File: src/rtl/sync_fifo_flags.sv
// sync_fifo_flags: single-clock FIFO with level, almost flags, optional FWFT read port, flush and sticky errors.
module sync_fifo_flags #(
    parameter int Width             = 8,
    parameter int Size              = 8,
    parameter bit FallThrough       = 1'b0,
    parameter int AlmostFullThresh  = Size - 1,
    parameter int AlmostEmptyThresh = 1
) (
    input  logic                      clk_i,
    input  logic                      rst_i,
    input  logic                      flush_i,
    input  logic                      write_req_i,
    output logic                      write_valid_o,
    input  logic [Width-1:0]          data_i,
    input  logic                      read_req_i,
    output logic                      read_valid_o,
    output logic [Width-1:0]          data_o,
    output logic [$clog2(Size+1)-1:0] level_o,
    output logic                      almost_full_o,
    output logic                      almost_empty_o,
    output logic                      overflow_o,
    output logic                      underflow_o
);
    localparam int LW = $clog2(Size + 1);
    localparam int PW = $clog2(Size);

    if (Size < 2) begin : g_bad_size
        $error("sync_fifo_flags: Size must be >= 2");
    end
    if (AlmostFullThresh < 1 || AlmostFullThresh > Size) begin : g_bad_af
        $error("sync_fifo_flags: AlmostFullThresh out of range 1..Size");
    end
    if (AlmostEmptyThresh < 0 || AlmostEmptyThresh > Size - 1) begin : g_bad_ae
        $error("sync_fifo_flags: AlmostEmptyThresh out of range 0..Size-1");
    end

    logic [Width-1:0] mem [Size];
    logic [PW-1:0]    wr_ptr, rd_ptr;
    logic [Width-1:0] data_q;
    logic             wr_hs, rd_hs;

    // Pointers wrap explicitly so depth need not be a power of two.
    function automatic logic [PW-1:0] next_ptr(input logic [PW-1:0] p);
        return (p == PW'(Size - 1)) ? '0 : p + 1'b1;
    endfunction

    assign write_valid_o  = level_o != LW'(Size);
    assign read_valid_o   = level_o != '0;
    assign wr_hs          = write_req_i & write_valid_o;
    assign rd_hs          = read_req_i & read_valid_o;
    assign almost_full_o  = level_o >= LW'(AlmostFullThresh);
    assign almost_empty_o = level_o <= LW'(AlmostEmptyThresh);
    assign data_o         = FallThrough ? (read_valid_o ? mem[rd_ptr] : '0) : data_q;

    always_ff @(posedge clk_i) begin
        if (wr_hs && !flush_i && !rst_i) mem[wr_ptr] <= data_i;
    end

    always_ff @(posedge clk_i) begin
        if (rst_i) begin
            wr_ptr      <= '0;
            rd_ptr      <= '0;
            level_o     <= '0;
            data_q      <= '0;
            overflow_o  <= 1'b0;
            underflow_o <= 1'b0;
        end else begin
            if (write_req_i && !write_valid_o) overflow_o <= 1'b1;
            if (read_req_i && !read_valid_o) underflow_o <= 1'b1;
            if (flush_i) begin
                wr_ptr  <= '0;
                rd_ptr  <= '0;
                level_o <= '0;
            end else begin
                if (wr_hs) wr_ptr <= next_ptr(wr_ptr);
                if (rd_hs) rd_ptr <= next_ptr(rd_ptr);
                level_o <= (wr_hs && !rd_hs) ? level_o + 1'b1 :
                           (rd_hs && !wr_hs) ? level_o - 1'b1 : level_o;
                if (rd_hs && !FallThrough) data_q <= mem[rd_ptr];
            end
        end
    end
endmodule

File: config.mk
export PLATFORM = sky130hd
export DESIGN_NAME = sync_fifo_flags
export DESIGN_NICKNAME = d
export VERILOG_FILES = /design/src/rtl/sync_fifo_flags.sv
export SDC_FILE = /design/constraint.sdc
export NUM_CORES = 1
export LEC_CHECK = 0
export CAP_MARGIN = 20
export CORE_MARGIN = 2
export CORE_UTILIZATION = 56
export DETAILED_ROUTE_END_ITERATION = 12
export PLACE_DENSITY = 0.88
export SYNTH_ARGS = -nofsm -noshare
export SYNTH_HDL_FRONTEND = slang
export SYNTH_SLANG_ARGS = --single-unit
File: constraint.sdc
create_clock -name clk_i -period 2.6 [get_ports clk_i]
set_input_delay 0.39 -clock clk_i [delete_from_list [all_inputs] [get_ports clk_i]]
set_output_delay 0.39 -clock clk_i [all_outputs]
set_load 0.05 [all_outputs]
# After elaboration in Yosys (flattened, before gate mapping)
# Memory sizes are Yosys's and may differ from the RTL's. A register that Yosys moved wholly into a read port is not among the register bits.
# Index checks and enable logic that the tools add are counted.
[classes]
addsub = 4
n_lt_le_gt_ge = 2
n_eq_ne = 3
muxes = 6
bitwise_logic = 3
reduce_logical = 16
[ops]
columns = ["operator", "count"]
rows = [
  ["two-way mux 4 bit", 2],
  ["adder 3 x 1 -> 3 bit, second input constant", 2],
  ["equality test 3 bit, second input constant", 2],
  ["logical AND 1 bit", 6],
  ["logical NOT 1 bit", 6],
  ["two-way mux 3 bit", 2],
  ["adder 4 x 1 -> 4 bit, second input constant", 1],
  [">= comparator 4 x 3 -> 1 bit, second input constant", 1],
  ["less-or-equal comparator 4 x 1 -> 1 bit, second input constant", 1],
  ["inequality test 4 bit, second input constant", 1],
  ["nonzero test 4 bit", 1],
  ["subtractor 4 x 1 -> 4 bit, second input constant", 1],
  ["AND 1 bit", 2],
  ["two-way mux 1 bit", 2],
  ["AND reduction 2 bit", 1],
  ["nonzero test 2 bit", 1],
  ["OR reduction 2 bit", 1],
  ["NOT 1 bit", 1],
]
[totals]
regBits = 12
mem_bits_rw = 64
inputBits = 13
output_inout_bits = 18
wordCells = 40
mem_count = 1
[mem_list]
columns = ["memory", "words", "width", "read_ports", "rd_ports_with_merged_regs", "write_ports", "line_no", "source"]
rows = [
  ["mem", 8, 8, 1, 1, 1, "37", "logic [Width-1:0] mem [Size];"],
]

# Longest topological paths before layout
[logic_depth]
word_depth = 6
depth_mapped = 10
depth_no_buf = 10

# Least setup slack after synthesis
# No wires, ideal clock.
[synth_timing]
path_type = "reg-to-reg"
start = "register level_o[0]"
end = "memory mem[0][0] (enable)"
arrival_ns = 2.790
setup_slack_ns = -0.573
stages_incl_launch_ff = 7
path_buffers = 0
synth_period_minus_slack_ns = 3.173
cell_sequence = "dfxtp_1 -> inv_1 -> ha_1 -> nand3b_1 -> nand2_1 -> or3_1 -> nor3_1"
[synth_via]
elab_chain_len = 6
[synth_lines]
columns = ["element", "line_no", "source"]
rows = [
  ["start, declared", "18", "output logic [$clog2(Size+1)-1:0] level_o,"],
  ["start signal, assigned", "77", "level_o <= (wr_hs && !rd_hs) ? level_o + 1'b1 :"],
  ["inequality test 4 bit", "47", "assign write_valid_o = level_o != LW'(Size);"],
  ["via write_valid_o", "13", "output logic write_valid_o,"],
  ["AND 1 bit", "49", "assign wr_hs = write_req_i & write_valid_o;"],
  ["logical AND 1 bit (2 in a row)", "56", "if (wr_hs && !flush_i && !rst_i) mem[wr_ptr] <= data_i;"],
  ["two-way mux 1 bit", "56", ""],
  ["two-way mux 1 bit (not written as such)", "56", ""],
  ["end, declared", "37", ""],
]
# The timed path passes the listed nets, and every way through them passes these cells.

# Worst setup path in the final report
[layout_timing]
start = "register level_o[0]"
end = "output write_valid_o"
[layout_via]
elab_chain_len = 1
[layout_lines]
columns = ["element", "line_no"]
rows = [
  ["inequality test 4 bit", "47"],
  ["end, declared", "13"],
]
# No other way between the ends.

==> impl_results.md <==
* Outcome: complete, no violations
* YS warnings at 0
* Clock sinks at 84
* CP endpoint kind: primary output
* Largest net degree at the start of global routing at 20
* Fin nets at around 260
* CTS tree: built
* Crit-path max FO at 7
* DRT Pass-1 Iters at 4
* Seq cells post-synth at 84
* Seq pwr share at 0.551
* Via total after detailed routing at about 1800
* Boundary pin count at 31
* Drt initial violations at 120
* Core area at 5890 µm²
* Largest family of logic cells by synthesized area: multiplexers
* Syn_nets at about 220
* Diode count at 0
* Syn Inst Count at 197
* Number of CTS-inserted buffers at 9
* Fraction of layout instances using a drive strength above 1 at 0.211
* Clock power share at 0.304
* Fin Setup TNS at 0 ps
* Routed Antenna Nets at 0
* Crit path DAT at 2050 ps
* Worst r2r src: level_o[0]
* Row cnt at 28
* Fillers at 373
* Final setup violating endpoints at 0
* Grt ovf at 0
* Worst hold path type: reg2reg
* Maxcap violations at 0
* Internal at 1.98 mW
* Proportion of synthesized area in mux cells at 0.145
* Fin crit period at 2440 ps
* Overall routing resource usage at 0.199
* XOR/XNOR share of the synthesized area at 0.00778
* Worst skew pair latency at roughly 360 ps
* Port Buffers at 30
* DP Worst Slack at approximately 270 ps
* Number of global-route vias before repair at roughly 1700
* P&R area growth vs syn at 18.2%
* Hold Startpoint: overflow_o
* Startpoint Class: register
* Unrepaired setup endpoints after global routing: false
* F_max at 410 MHz
* Comb pwr share at 0.145
* Vias per cell at 5.69
* Die Span Y at 81.7 µm
* Clk_skew at 13.2 ps
* Seq/Total Area, Yosys at 0.688
* Register area at 2330 µm²
* Hold buffer count at CTS at 0
* Compound-Gate Fraction of Synth Area at 0.0471
* WHS at 476 ps
* Critical Path RT at between 2000 and 2500 ps
* Final Core Density at 0.678
* Switching power total at 0.727 mW
* Pwr/cell area at 678 nW/µm²
* Initial core utilization at 0.574
* Relative slew slack at 0.614
* Pins Over Slew Limit at 0
* Crit. Startpoint: level_o[0]
* Mapped Avg Cell Area at 17.1 µm²
* Final estimated routing congestion in global placement at 0.851
* H-tree depth at 3
* Global-route wire length before repair at 9.04 mm
* Final Hold Fails at 0
* Clock buffer depth at 2
* WL per Instance at 18.7 µm
* Tcrit/Tclk final at 0.938
* Worst-Margin Slew at 577 ps
* Post-synthesis simple-gate area fraction at 0.0593
* Final Power at 2.70 mW
* Die ar. at 6670 µm²
* Die width at roughly 82 µm
* HPWL Detailed at approximately 3.9 mm
* Leakage power at 1.38 nW
* Clock root cell: clkbuf_8
* Worst vdd ir at between 0.4 and 0.5 mV
* Post-CTS setup buffer count at 0
* Critical path type: reg2out
* CTS resizes at 1
* Initial antenna violation count at 0
* DRC viols at 0
* Sw frac at 0.269
* Adder-cell share of the synthesized area at 0.0296
* Netlist cell types at 33
* Multi-input gate area at 991 µm²
* Syn Std Cell Area at 3380 µm²
* Reg clk slew, reported paths at 90 ps
* WL final at 6.01 mm
* Final Worst Setup Slack at 162 ps
per-layer routing:
layer  wire, µm  track usage
met5          0            0
met2       2990        0.316
met4         48       0.0833
met1       2700        0.259
met3        270       0.0560
area by class of cell:
cell class                 count  area share
multi-input combinational    101       0.248
clock buffer                  10      0.0320
tap                           75      0.0235
inverter                       5     0.00470
clock inverter                 6      0.0119
timing repair buffer          41      0.0956
sequential                    84       0.584
placed cells by master, fill, tap and decap left out, types with 2 or more instances in the layout:
cell type | netlist | routed
a22o_1 | 8 | 8
dfxtp_1 | 20 | 17
mux2_2 | 8 | 8
a21oi_1 | 10 | 10
nand2b_1 | 2 | 2
clkinv_2 | 0 | 2
nor2_1 | 15 | 14
mux4_1 | 8 | 8
nand2_1 | 10 | 9
ha_1 | 8 | 8
dfxtp_4 | 0 | 2
xor2_1 | 2 | 2
inv_1 | 4 | 4
buf_4 | 0 | 11
nand3b_1 | 2 | 2
mux4_2 | 8 | 8
clkbuf_8 | 0 | 9
or3_1 | 4 | 4
nand3_1 | 3 | 3
edfxtp_1 | 64 | 64
clkdlybuf4s50_1 | 0 | 29
inv_6 | 0 | 2
nor3_2 | 0 | 2
synthesized netlist by cell type:
master,instances,area [µm²]
a21o_1,1,7.51
a21oi_1,10,50.1
a22o_1,8,70.1
a31oi_1,1,6.26
a31oi_2,1,12.5
buf_12,1,20.0
buf_2,2,10.0
buf_6,2,22.5
clkbuf_1,2,7.51
dfxtp_1,20,400
edfxtp_1,64,1920
ha_1,8,100
inv_1,4,15.0
inv_2,1,3.75
mux2_2,8,90.1
mux2i_1,1,10.0
mux4_1,8,210
mux4_2,8,180
nand2_1,10,37.5
nand2b_1,2,12.5
nand3_1,3,15.0
nand3b_1,2,15.0
nand4_1,1,6.26
nor2_1,15,56.3
nor3_1,2,10.0
o21a_1,1,7.51
o21ai_0,1,5.00
or2_2,1,6.26
or3_1,4,25.0
or3b_1,1,8.76
or4_1,1,7.51
xnor2_1,1,8.76
xor2_1,2,17.5
sequential cells by signal, summed over array words and instances (netlist names):
signal,flops
data_o,8
rd_ptr,3
mem,64
wr_ptr,3
overflow_o,1
level_o,4
underflow_o,1
power by group through the flow:
| stage | Sequential (mW) | Clock (mW) | Combinational (mW) |
|---|---|---|---|
| after global routing | 1.49 | 0.899 | 0.418 |
| final | 1.49 | 0.823 | 0.391 |
| after global placement | 1.52 | 0 | 0.389 |
| after CTS | 1.49 | 0.846 | 0.392 |
| after floorplan | 1.58 | 0 | 0.213 |
| after detailed placement | 1.52 | 0 | 0.395 |
final timing paths:
check	slack, ps	endpoint	depth (start not counted)
setup reg to reg	300	level_o[3]	9
setup / recovery	160	write_valid_o	4
hold / removal	480	overflow_o	2
hold reg to reg	480	overflow_o	2
logic make-up after synthesis:
group           Yosys count
flops                    84
simple gates             42
mux                      25
compound gates           23
buf+inv                  12
fa+ha+maj                 8
xor+xnor                  3
critical path, stage by stage (launching register included):
cell,delay [ps]
dfxtp_4,400
inv_1,50
ha_1,240
nand3b_1,170
clkdlybuf4s50_1,830
per-stage QoR:
step,instance area [µm²],std cells
2_1_floorplan,3400,197
3_3_place_gp,3820,306
3_5_place_dp,3820,306
4_1_cts,3990,322
5_1_grt,3990,322
6_report,3990,322
Note: power is estimated with default switching activity, not from simulation.
